**src/rtl/bc_level_apply_if.sv**
```systemverilog
// rtl/bc_level_apply_if.sv - RGB pixel stream bundle (qualifier plus 8-bit R/G/B)
interface bc_level_apply_if;
  logic       valid;
  logic [7:0] r;
  logic [7:0] g;
  logic [7:0] b;

  modport master (output valid, r, g, b);
  modport slave  (input  valid, r, g, b);
endinterface

```
**src/rtl/bc_level_apply.sv**
```systemverilog
// rtl/bc_level_apply.sv - brightness/contrast level holder and 3-stage pixel apply pipeline
// Define BC_FRAME_SYNC_EN to commit pending levels only at pixel (0,0); otherwise they track every clk.
module bc_level_apply #(
  parameter int BSTEP = 16,
  parameter int BMAX  = 255,
  parameter int CSTEP = 2,
  parameter int CMIN  = 0,
  parameter int CMAX  = 64,
  parameter int CDEF  = 16
) (
  input  logic               clk,
  input  logic               rst,
  input  logic               en_bc,
  input  logic               binc,
  input  logic               bdec,
  input  logic               cinc,
  input  logic               cdec,
  input  logic [12:0]        x_count,
  input  logic [12:0]        y_count,
  bc_level_apply_if.slave    pix_in,
  bc_level_apply_if.master   pix_out,
  output logic signed [8:0]  bright_lvl,
  output logic [7:0]         contrast_lvl
);

`ifdef BC_FRAME_SYNC_EN
  localparam bit FRAME_SYNC = 1'b1;
`else
  localparam bit FRAME_SYNC = 1'b0;
`endif

  localparam logic signed [10:0] BSTEP_W = 11'(BSTEP);
  localparam logic signed [10:0] BMAX_W  = 11'(BMAX);
  localparam logic signed [10:0] BMIN_W  = -11'(BMAX);
  localparam logic signed [10:0] CSTEP_W = 11'(CSTEP);
  localparam logic signed [10:0] CMAX_W  = 11'(CMAX);
  localparam logic signed [10:0] CMIN_W  = 11'(CMIN);

  logic signed [8:0]  b_pend, b_nxt;
  logic [7:0]         c_pend, c_nxt;
  logic signed [10:0] b_up, b_dn, c_up, c_dn;
  logic               frame_start, commit;

  logic [2:0]         v;
  logic               en1, en2;
  logic [2:0][7:0]    pin;
  logic [2:0][8:0]    d1, d_nxt;
  logic [2:0][10:0]   q2, q_nxt;
  logic [2:0][7:0]    o3, o_nxt;
  logic signed [16:0] prod [3];
  logic signed [16:0] p    [3];
  logic signed [11:0] s    [3];

  assign frame_start = (x_count == 13'd0) && (y_count == 13'd0);
  assign commit      = FRAME_SYNC ? frame_start : 1'b1;

  // Widen to 11 bits so the step can never wrap before the clamp sees it.
  always_comb begin
    b_up  = {{2{b_pend[8]}}, b_pend} + BSTEP_W;
    b_dn  = {{2{b_pend[8]}}, b_pend} - BSTEP_W;
    c_up  = {3'b000, c_pend} + CSTEP_W;
    c_dn  = {3'b000, c_pend} - CSTEP_W;
    b_nxt = b_pend;
    c_nxt = c_pend;
    if (binc && !bdec)
      b_nxt = (b_up > BMAX_W) ? BMAX_W[8:0] : b_up[8:0];
    else if (bdec && !binc)
      b_nxt = (b_dn < BMIN_W) ? BMIN_W[8:0] : b_dn[8:0];
    if (cinc && !cdec)
      c_nxt = (c_up > CMAX_W) ? CMAX_W[7:0] : c_up[7:0];
    else if (cdec && !cinc)
      c_nxt = (c_dn < CMIN_W) ? CMIN_W[7:0] : c_dn[7:0];
  end

  assign pin = {pix_in.r, pix_in.g, pix_in.b};

  // Pass-through reuses d+128 so only one copy of each pixel is carried.
  always_comb begin
    for (int i = 0; i < 3; i++) begin
      d_nxt[i] = {1'b0, pin[i]} - 9'd128;
      prod[i]  = $signed(d1[i]) * $signed({1'b0, contrast_lvl});
      p[i]     = prod[i] >>> 4;
      q_nxt[i] = en1 ? (p[i][10:0] + 11'd128)
                     : ({{2{d1[i][8]}}, d1[i]} + 11'd128);
      s[i]     = $signed({q2[i][10], q2[i]})
               + $signed(en2 ? {{3{bright_lvl[8]}}, bright_lvl} : 12'd0);
      if (s[i] < 12'sd0)
        o_nxt[i] = 8'd0;
      else if (s[i] > 12'sd255)
        o_nxt[i] = 8'd255;
      else
        o_nxt[i] = s[i][7:0];
    end
  end

  always_ff @(posedge clk or negedge rst) begin
    if (!rst) begin
      b_pend       <= '0;
      c_pend       <= 8'(CDEF);
      bright_lvl   <= '0;
      contrast_lvl <= 8'(CDEF);
      v            <= '0;
      en1          <= 1'b0;
      en2          <= 1'b0;
      d1           <= '0;
      q2           <= '0;
      o3           <= '0;
    end else begin
      b_pend <= b_nxt;
      c_pend <= c_nxt;
      if (commit) begin
        bright_lvl   <= b_pend;
        contrast_lvl <= c_pend;
      end
      v   <= {v[1:0], pix_in.valid};
      en1 <= en_bc;
      en2 <= en1;
      d1  <= d_nxt;
      q2  <= q_nxt;
      if (v[1])
        o3 <= o_nxt;
    end
  end

  assign pix_out.valid = v[2];
  assign pix_out.r     = o3[2];
  assign pix_out.g     = o3[1];
  assign pix_out.b     = o3[0];

endmodule

```
**src/flat_wrapper.sv**
```systemverilog
// flat-port wrapper written by rule: the top's interface ports become plain ports
module bc_level_apply_flat 
#(
  parameter int BSTEP = 16,
  parameter int BMAX  = 255,
  parameter int CSTEP = 2,
  parameter int CMIN  = 0,
  parameter int CMAX  = 64,
  parameter int CDEF  = 16
)
  (clk, rst, en_bc, binc, bdec, cinc, cdec, x_count, y_count, bright_lvl, contrast_lvl, pix_in_valid, pix_in_r, pix_in_g, pix_in_b, pix_out_valid, pix_out_r, pix_out_g, pix_out_b);
  bc_level_apply_if pix_in_i ();
  bc_level_apply_if pix_out_i ();
  input  logic clk;
  input  logic rst;
  input  logic en_bc;
  input  logic binc;
  input  logic bdec;
  input  logic cinc;
  input  logic cdec;
  input  logic [12:0] x_count;
  input  logic [12:0] y_count;
  output logic signed [8:0] bright_lvl;
  output logic [7:0] contrast_lvl;
  input wire logic [$bits(pix_in_i.valid)-1:0] pix_in_valid;
  input wire logic [$bits(pix_in_i.r)-1:0] pix_in_r;
  input wire logic [$bits(pix_in_i.g)-1:0] pix_in_g;
  input wire logic [$bits(pix_in_i.b)-1:0] pix_in_b;
  output wire logic [$bits(pix_out_i.valid)-1:0] pix_out_valid;
  output wire logic [$bits(pix_out_i.r)-1:0] pix_out_r;
  output wire logic [$bits(pix_out_i.g)-1:0] pix_out_g;
  output wire logic [$bits(pix_out_i.b)-1:0] pix_out_b;
  assign pix_in_i.valid = pix_in_valid;
  assign pix_in_i.r = pix_in_r;
  assign pix_in_i.g = pix_in_g;
  assign pix_in_i.b = pix_in_b;
  assign pix_out_valid = pix_out_i.valid;
  assign pix_out_r = pix_out_i.r;
  assign pix_out_g = pix_out_i.g;
  assign pix_out_b = pix_out_i.b;
  bc_level_apply #(.BSTEP(BSTEP), .BMAX(BMAX), .CSTEP(CSTEP), .CMIN(CMIN), .CMAX(CMAX), .CDEF(CDEF)) u_core (.clk(clk), .rst(rst), .en_bc(en_bc), .binc(binc), .bdec(bdec), .cinc(cinc), .cdec(cdec), .x_count(x_count), .y_count(y_count), .pix_in(pix_in_i), .pix_out(pix_out_i), .bright_lvl(bright_lvl), .contrast_lvl(contrast_lvl));
endmodule
```
**config.mk**
```make
export PLATFORM = sky130hd
export DESIGN_NAME = bc_level_apply_flat
export DESIGN_NICKNAME = d
export VERILOG_FILES = /design/src/rtl/bc_level_apply_if.sv /design/src/rtl/bc_level_apply.sv /design/src/flat_wrapper.sv
export SDC_FILE = /design/constraint.sdc
export NUM_CORES = 1
export LEC_CHECK = 0
export CORE_ASPECT_RATIO = 1.1
export CORE_UTILIZATION = 51
export DETAILED_ROUTE_END_ITERATION = 6
export PLACE_DENSITY = 0.74
export SKIP_LAST_GASP = 1
export SYNTH_ARGS = -nofsm -noshare
export SYNTH_HDL_FRONTEND = slang
export SYNTH_SLANG_ARGS = --single-unit
```
**constraint.sdc**
```tcl
create_clock -name clk -period 5.7 [get_ports clk]
set_clock_uncertainty 0.2 [all_clocks]
set_input_delay 1.425 -clock clk [delete_from_list [all_inputs] [get_ports clk]]
set_output_delay 1.425 -clock clk [all_outputs]
set_load 0.03 [all_outputs]
```
==> metrics.txt <==
share of cells above drive strength 1 0.0496; fmax 187 MHz; Overflow after GRT 0; vias in the first global route 9567; gr busiest metal met2; hpwl dp 20.1 mm; RSZ-0062 raised after global routing false; sequential share of the synthesized area 0.225; R2R cell count 16; mux share of post-synthesis cell area 0.0197; crit-path max FO 25; final setup vio count 0; aggregate negative setup slack 0 ns; Clock Sinks 114; Final Wtd Congestion 0.835; main combinational cell family by area after synthesis adder cells; number of hold buffers added after cts 0; Clock Tree Root clkbuf_16; via count 9462; max-cap violations 0; violated checks DRC; met2 usage 0.368; worst hold path stage count 0; Antenna Cells 0; Port Buffer Count 72; total track usage 0.223; FF-to-FF End u_core.q2[20]; first-pass GRT wire length 45.6 mm; slowest stage cell, crit path dfrtp_1; Num CTS Buffers 17; M3 GR Usage 0.0246; critical path arrival 5.47 ns; 1st-iter DRT viols 478; Die W 152 um; Die Ht 167 um; Hold Crit Endpoint u_core.v[1]; Worst setup EP type flip-flop; clock tree buffer depth 2; first-pass detailed-route iteration total 7; pin count of the biggest net entering global routing 74; Worst Max-Slew Pin Slew 0.935 ns; hold_sp u_core.v[0]; critical setup path kind flip-flop to flip-flop; post-synth top area cell dfrtp_1; EDFF count, synth 0; synth top area cells dfrtp_1, fa_1, ha_1; Synth Area in Compound Gates 0.134; top_reg_cell synth dfrtp_1; status finished with violations; RR Startpoint u_core.contrast_lvl[2]; core area 24400 um2; Area after DPL 13700 um2; Post-synth ARST share 1.00; row cnt 60; Final ANT Viol Nets 0; min cycle time layout 5.35 ns; Rel. slew slack 0.376; H-tree levels 4; Synth Instances 1334; CP cell instances and2_1 -> ha_1 -> fa_1 -> ha_1 -> inv_1 -> fa_1 -> inv_1 -> fa_1 -> a211oi_1 -> o21ai_0 -> a31oi_1 -> xnor2_1 -> ha_1 -> xor2_1 -> xnor2_1 -> and2_1; Adder-Cell Fraction of Synth Area 0.343; Synth Warn # 0; clock-pin slew on the worst setup and hold paths 0.06 ns; Syn-to-layout area delta 13.0%; R2R setup slack 0.35 ns; NumNets Final 1727; cell area after synthesis 12700 um2; library cells used by synthesis 70; Final Instance Area 14300 um2; CP startpoint kind flip-flop; M1 GR Usage 0.300; I/O pins 100; worst hold path class flip-flop to flip-flop; Vias/cell 5.50; Total Die Area 25500 um2; post-synth top area share 0.221; Wirelength per Cell 15.6 um; antenna violations before repair 0; Initial Util 0.519; Post-synth top cells inv_1, and2_1, ha_1; CTS tree done; final hold violation count 0; drt drc 9; xor and xnor area share after synthesis 0.0477; WL final 26.8 mm; post-synthesis simple-gate area fraction 0.151; Post-Syn Area per Cell 9.50 um2; top-count cell post-synth inv_1; Slew Limit Fails 0; Worst path max stage delay 0.91 ns; fin crit share 0.939; Skew-Pair Late Insertion Delay 0.43 ns; Seq cells post-synth 114; Worst Path Required 5.81 ns
-- kinds of logic after synthesis --
family          Yosys count
simple gates            345
fa+ha+maj               272
buf+inv                 263
compound gates          247
flops                   114
xor+xnor                 69
mux                      23
other cells               1
-- per-stage QoR --
stage	util	std cells	hold slack, ns	worst slack [ns]
floorplan	-	1337	0.131	0.557
global placement	0.561	1689	0.140	0.395
detailed placement	0.561	1689	0.136	0.322
CTS	0.587	1721	0.149	0.277
global route	0.587	1721	0.156	0.0375
finish	0.587	1721	0.149	0.346
-- area by class of cell --
type | count | area [um2]
Fill cell | 2088 | 10100
Multi-Input combinational cell | 960 | 8830
Sequential cell | 114 | 2860
Inverter | 226 | 848
Timing Repair Buffer | 79 | 771
Clock buffer | 22 | 474
Tap cell | 310 | 388
Clock inverter | 10 | 149
-- flip-flops by register name (all words and copies together) (netlist names) --
register and flops:
u_core.q2 33, u_core.c_pend 7, u_core.b_pend 7, u_core.v 3, u_core.en2 1, u_core.pix_out.b 8, u_core.contrast_lvl 7, u_core.bright_lvl 7
u_core.pix_out.g 8, u_core.d1 24, u_core.en1 1, u_core.pix_out.r 8
-- timing repair --
action / in CTS / in global routing
buffers inserted: 0 / 0
endpoints found under the setup margin: 0 / 1
gates resized for setup: 0 / 2
-- placed cells by master, fill, tap and decap left out, types with 4 or more instances in the layout --
master	synthesis	final
a211oi_1	22	22
a21o_1	19	19
a21oi_1	46	46
a22oi_1	12	12
a31oi_1	5	5
and2_1	156	156
and3_1	6	6
buf_4	3	8
clkbuf_16	0	17
clkdlybuf4s50_1	0	71
conb_1	1	4
dfrtp_1	112	111
fa_1	126	126
ha_1	145	145
inv_1	226	226
mux2_2	16	16
mux2i_1	7	7
nand2_1	56	56
nand2b_1	4	4
nand3_1	9	9
nand3b_1	4	4
nor2_1	39	39
nor2b_1	23	23
nor3_1	23	23
nor4_1	8	8
o211ai_1	5	5
o21a_1	10	10
o21ai_0	55	55
o21bai_1	12	12
o22a_1	16	16
o22ai_1	4	4
o31ai_1	4	4
or3_1	5	5
xnor2_1	52	52
xor2_1	17	17
-- how the worst max path moves through the flow --
stage	start	to	slack, ns	cells after the start
after global routing	u_core.contrast_lvl[4]	u_core.q2[32]	0.04	16
after detailed placement	u_core.contrast_lvl[4]	u_core.q2[32]	0.32	15
after global placement	u_core.contrast_lvl[3]	u_core.q2[32]	0.39	15
after CTS	u_core.contrast_lvl[4]	u_core.q2[32]	0.28	15
final	u_core.contrast_lvl[2]	u_core.q2[20]	0.35	16
after floorplan	u_core.contrast_lvl[3]	u_core.q2[32]	0.56	16
-- worst max-delay path, delay by kind of cell (launching register included) --
family | cells | cell delay, ns
simple gates | 2 | 0.41
xor+xnor | 3 | 0.40
buf+inv | 2 | 0.12
fa+ha+maj | 6 | 2.28
compound gates | 3 | 0.93
flops | 1 | 0.91
-- per-layer routing --
layer	up-vias	wire [um]
met4	0	691
met2	235	12500
li1	4518	-
met3	43	1040
met5	-	0
met1	4666	12600
Power is left out: the tool's default activity adds up to more than one toggle a clock period on the data nets, which glitch-free logic cannot reach.
